`config.mk`:
```
export PLATFORM = sky130hd
export DESIGN_NAME = hadamard_pair_sched
export DESIGN_NICKNAME = d
export VERILOG_FILES = /design/src/rtl/hadamard_pair_sched.sv
export SDC_FILE = /design/constraint.sdc
export NUM_CORES = 2
export LEC_CHECK = 0
export ABC_AREA = 1
export CORE_MARGIN = 3
export CORE_UTILIZATION = 35
export DETAILED_ROUTE_END_ITERATION = 16
export GPL_TIMING_DRIVEN = 0
export PLACE_DENSITY = 0.55
export SLEW_MARGIN = 20
export SYNTH_ARGS = -nofsm -noshare
export SYNTH_HDL_FRONTEND = slang
export SYNTH_SLANG_ARGS = --single-unit
```
`constraint.sdc`:
```
create_clock -name clk -period 14.45 [get_ports clk]
set_input_delay 1.445 -clock clk [delete_from_list [all_inputs] [get_ports clk]]
set_output_delay 1.445 -clock clk [all_outputs]
set_load 0.05 [all_outputs]
```
`src/rtl/hadamard_pair_sched.sv`:
```
// hadamard_pair_sched: walks every amplitude pair of a target qubit and writes back (a+b)*h, (a-b)*h in place.
module hadamard_pair_sched #(
    parameter int num_qubit      = 4,
    parameter int complexnum_bit = 24,
    parameter int fp_bit         = 22
) (
    input  logic                             clk,
    input  logic                             rst,
    input  logic                             start,
    input  logic [$clog2(num_qubit):0]       target,
    output logic                             busy,
    output logic                             done,
    output logic                             err,
    output logic                             rd_en,
    output logic [num_qubit-1:0]             rd_addr0,
    output logic [num_qubit-1:0]             rd_addr1,
    input  logic signed [complexnum_bit-1:0] rd_re0,
    input  logic signed [complexnum_bit-1:0] rd_im0,
    input  logic signed [complexnum_bit-1:0] rd_re1,
    input  logic signed [complexnum_bit-1:0] rd_im1,
    output logic                             wr_en,
    output logic [num_qubit-1:0]             wr_addr0,
    output logic [num_qubit-1:0]             wr_addr1,
    output logic signed [complexnum_bit-1:0] wr_re0,
    output logic signed [complexnum_bit-1:0] wr_im0,
    output logic signed [complexnum_bit-1:0] wr_re1,
    output logic signed [complexnum_bit-1:0] wr_im1
);
    localparam int N  = complexnum_bit;
    localparam int TW = $clog2(num_qubit) + 1;
    localparam int PW = num_qubit - 1;
    localparam logic [TW-1:0] NQ = TW'(num_qubit);
    localparam logic signed [N:0] H = (N+1)'($rtoi(0.70710678 * (2.0 ** fp_bit) + 0.5));
    localparam logic signed [N-1:0] MAXV = {1'b0, {(N-1){1'b1}}};
    localparam logic signed [N-1:0] MINV = {1'b1, {(N-1){1'b0}}};

    typedef enum logic [2:0] {IDLE, READ, CALC, WRITE, DONE} state_t;

    state_t st, nst;
    logic [PW-1:0] p;
    logic [TW-1:0] t;
    logic [num_qubit-1:0] pe, mask, a0, a1;
    logic ok;

    // floor-truncated fixed-point scale; upper product bits wrap without saturation
    function automatic logic signed [N-1:0] lane(input logic signed [N-1:0] x, input logic signed [N-1:0] y);
        logic signed [N:0] s;
        logic signed [2*N+1:0] pr;
        s  = {x[N-1], x} + {y[N-1], y};
        pr = (2*N+2)'(s) * (2*N+2)'(H);
        return N'(pr >>> fp_bit);
    endfunction

    function automatic logic signed [N-1:0] nsat(input logic signed [N-1:0] b);
        return (b == MINV) ? MAXV : -b;
    endfunction

    assign ok   = target < NQ;
    assign pe   = num_qubit'(p);
    assign mask = (num_qubit'(1) << t) - num_qubit'(1);
    assign a0   = ((pe >> t) << (t + TW'(1))) | (pe & mask);
    assign a1   = a0 | (num_qubit'(1) << t);

    always_ff @(posedge clk) begin
        if (rst) st <= IDLE;
        else     st <= nst;
    end

    always_comb begin
        nst = st;
        case (st)
            IDLE:    nst = (start && ok) ? READ : IDLE;
            READ:    nst = CALC;
            CALC:    nst = WRITE;
            WRITE:   nst = &p ? DONE : READ;
            default: nst = IDLE;
        endcase
    end

    always_comb begin
        busy     = st == READ || st == CALC || st == WRITE;
        done     = st == DONE;
        rd_en    = st == READ;
        wr_en    = st == WRITE;
        rd_addr0 = rd_en ? a0 : '0;
        rd_addr1 = rd_en ? a1 : '0;
    end

    always_ff @(posedge clk) begin
        if (rst) begin
            p        <= '0;
            t        <= '0;
            err      <= 1'b0;
            wr_addr0 <= '0;
            wr_addr1 <= '0;
            wr_re0   <= '0;
            wr_im0   <= '0;
            wr_re1   <= '0;
            wr_im1   <= '0;
        end else begin
            err <= st == IDLE && start && !ok;
            if (st == IDLE && start && ok) begin
                p <= '0;
                t <= target;
            end
            if (st == WRITE) p <= p + PW'(1);
            if (st == CALC) begin
                wr_addr0 <= a0;
                wr_addr1 <= a1;
                wr_re0   <= lane(rd_re0, rd_re1);
                wr_im0   <= lane(rd_im0, rd_im1);
                wr_re1   <= lane(rd_re0, nsat(rd_re1));
                wr_im1   <= lane(rd_im0, nsat(rd_im1));
            end
        end
    end
endmodule

```
==> impl_results.md <==
- Max Root-Sink Buffers: 2
- Setup_tns: 0 ps
- Overall Global Routing Usage: 21.44%
- Fillers: 17,444
- Synth area leaders: fa_1 (31%), ha_1 (23%), inv_1 (15%)
- Vias per cell: 4.744
- Max-slew violation count: 0
- Root Buffer: clkbuf_16
- Slowest-stage cell, CP: xor2_1
- CP Buf/Inv Count: 11
- Initial Util: 35.26%
- Post-DRT Antenna Nets: 0
- Max-cap violations: 0
- Placer Congestion: 0.9572
- Initial antenna violation count: 2
- Synth warn: 0
- Cts bufs inserted: 17
- Clk pin slew, worst setup/hold paths: 70 ps
- Final design utilization: 39.21%
- Critical path data required time: 14,800 ps
- Slew Limit Headroom: 22.64%
- Unique cell type count in the Yosys netlist: 48
- Crit-path max cell delay: 590 ps
- Synthesized area per cell: 7.541 sq um
- Die W: 413.9 microns
- Post-CTS Hold Fix Bufs: 0
- CP Max Fanout: 36
- Largest net degree at the start of global routing: 37
- Top-area cell type share of the netlist area: 31.10%
- Routed length per instance: 17.77 microns
- DP HPWL: 162,700 microns
- Post-synthesis sequential area ratio: 3.918%
- Drt pass-1 iters: 8
- Placed inst area: 64,180 sq um
- Status: finished clean
- EDFF count, synth: 0
- Syn Nets: 9,809
- #FFs+latches synth: 114
- CTS tree: built
- Clk Latency, worst-skew pair: 490 ps
- Post-Syn Instances: 7,724
- Routed Wire Length: 181,400 microns
- Family with the most delay on the worst path: adder cells
- Cell taking the most area after synthesis: fa_1
- Mapped cell area: 58,250 sq um
- Final min period: 11,840 ps
- Setup bufs post-CTS: 0
- Core Area: 165,200 sq um
- Die Area: 171,400 sq um
- Final hold vios: 0
- Via count: 48,410
- DP Cell Count: 10,172
- Num Clock Sinks: 114
- Worst-margin pin slew: 1160 ps
- Area grow syn2layout: 11.19%
- Tcrit/Tclk final: 81.90%
- Layout Cells excl Fill: 10,205
- Setup Crit Path Kind: input pin to flop
- Setup-failing EPs final: 0
- I/O Pins: 219
- Startpoint Class: input pin
- RSZ-0062 raised after global routing: no
- DRC: 0
- H-tree depth: 4
- FMAX: 84.49 MHz
- Worst min path class: flop to flop
- Fin area: 64,770 sq um
- Cts repair resizes: 0
- Share of flip-flops with an asynchronous set or reset: 0%
- Layout cells sized above 1: 2.920%
- Grt ovf: 0
- Row count: 149
- Post-synth top flop: dfxtp_1
- Layout Nets: 10,087
- Die Height: 413.9 microns
- Final Skew: 29.67 ps
- WP data arrival: 12,190 ps
- CP Capture Type: flop
- Drt first-iter violations: 2,564
- First-pass GRT wire length: 284,400 microns
- Vias in the first global route: 50,392
- Input/output buffers: 217
## final timing paths
check        startpoint    endpoint  slack, ps  cells past startpoint
max           rd_re1[0]  wr_re1[17]       2610                     45
min                p[0]        p[0]        500                      1
max reg2reg       st[2]   wr_im1[2]      11330                      8
min reg2reg        p[0]        p[0]        500                      1
## stage by stage
stage / hold slack, ps / worst slack [ps]
floorplan: 454.4 / 4720
global placement: 485.9 / 2079
detailed placement: 485.7 / 2262
CTS: 499.0 / 2662
global route: 532.0 / 2094
finish: 496.2 / 2615
## area by class of cell
type / instances / area [sq um] / share of cell area, %
multi-input cells: 5289 / 47720 / 73.68
inverters: 2281 / 8562 / 13.22
well taps: 2189 / 2739 / 4.229
repair buffers: 259 / 2715 / 4.192
flip-flops and latches: 114 / 2282 / 3.524
clock buffers: 17 / 425.4 / 0.6568
plain buffers: 40 / 161.4 / 0.2492
clock inverters: 14 / 153.9 / 0.2376
diodes: 2 / 5.005 / 0.007728
## placed cells by master, fill, tap and decap left out, types with 51 or more instances in the layout
master	n
a21oi_1	303
clkdlybuf4s50_1	217
dfxtp_1	114
fa_1	905
ha_1	1078
inv_1	2270
nand2_1	1412
nand3_1	329
nand4_1	93
nor2_1	474
nor3_1	51
o21a_1	81
o21ai_0	195
o21bai_1	63
## cells by family (layout without fill, tap and decap cells)
| group | Yosys count | in the layout | share of synthesized area, % |
|---|---|---|---|
| compound gates | 731 | 731 | 7.314 |
| xor+xnor | 129 | 129 | 2.017 |
| fa+ha+maj | 1983 | 1983 | 54.26 |
| buf+inv | 2321 | 2611 | 14.97 |
| flops | 114 | 114 | 3.918 |
| other cells | 0 | 2 | 0 |
| simple gates | 2446 | 2446 | 17.52 |
## cells in the mapped netlist, types with 13 or more instances
library cell and instances:
clkbuf_1 32, nand4_1 93, ha_1 1078, dfxtp_1 114, o211ai_1 19, nor2_1 475, a31o_2 18, a21oi_1 303
o21bai_1 63, a21o_1 21, fa_1 905, a21boi_0 13, nand2_2 25, o21ai_0 195, xnor2_1 39, o21a_1 81
nand2_1 1413, nor3_1 51, xor2_1 87, inv_1 2271, nand3_1 329
## flip-flops by register name, indices dropped and copies added, names as in the netlist
| name | cells |
|---|---|
| wr_im0 | 24 |
| wr_im1 | 24 |
| wr_re0 | 24 |
| wr_re1 | 24 |
| wr_addr0 | 4 |
| wr_addr1 | 4 |
| p | 3 |
| st | 3 |
| t | 3 |
| err | 1 |
## per-layer routing
metal / vias up / global-route usage, % / wire, microns / share of wire (%)
li1: 23935 / - / - / -
met4: 0 / 8.909 / 8476 / 4.7
met1: 23306 / 27.22 / 78980 / 44
met3: 235 / 1.341 / 5739 / 3.2
met5: - / 0 / 0 / 0
met2: 934 / 37.72 / 88190 / 49
## worst register-to-register path, cell delays in order (launching register included)
cell and delay, ps:
dfxtp_1 330, inv_1 100, nand2_1 80, nor2_2 650
clkbuf_1 460, clkbuf_1 670, o21ai_0 520, nand2_1 150
inv_1 40
Power is not shown: default switching activity piles up to over one toggle a cycle in this logic, so the estimate is an artifact.
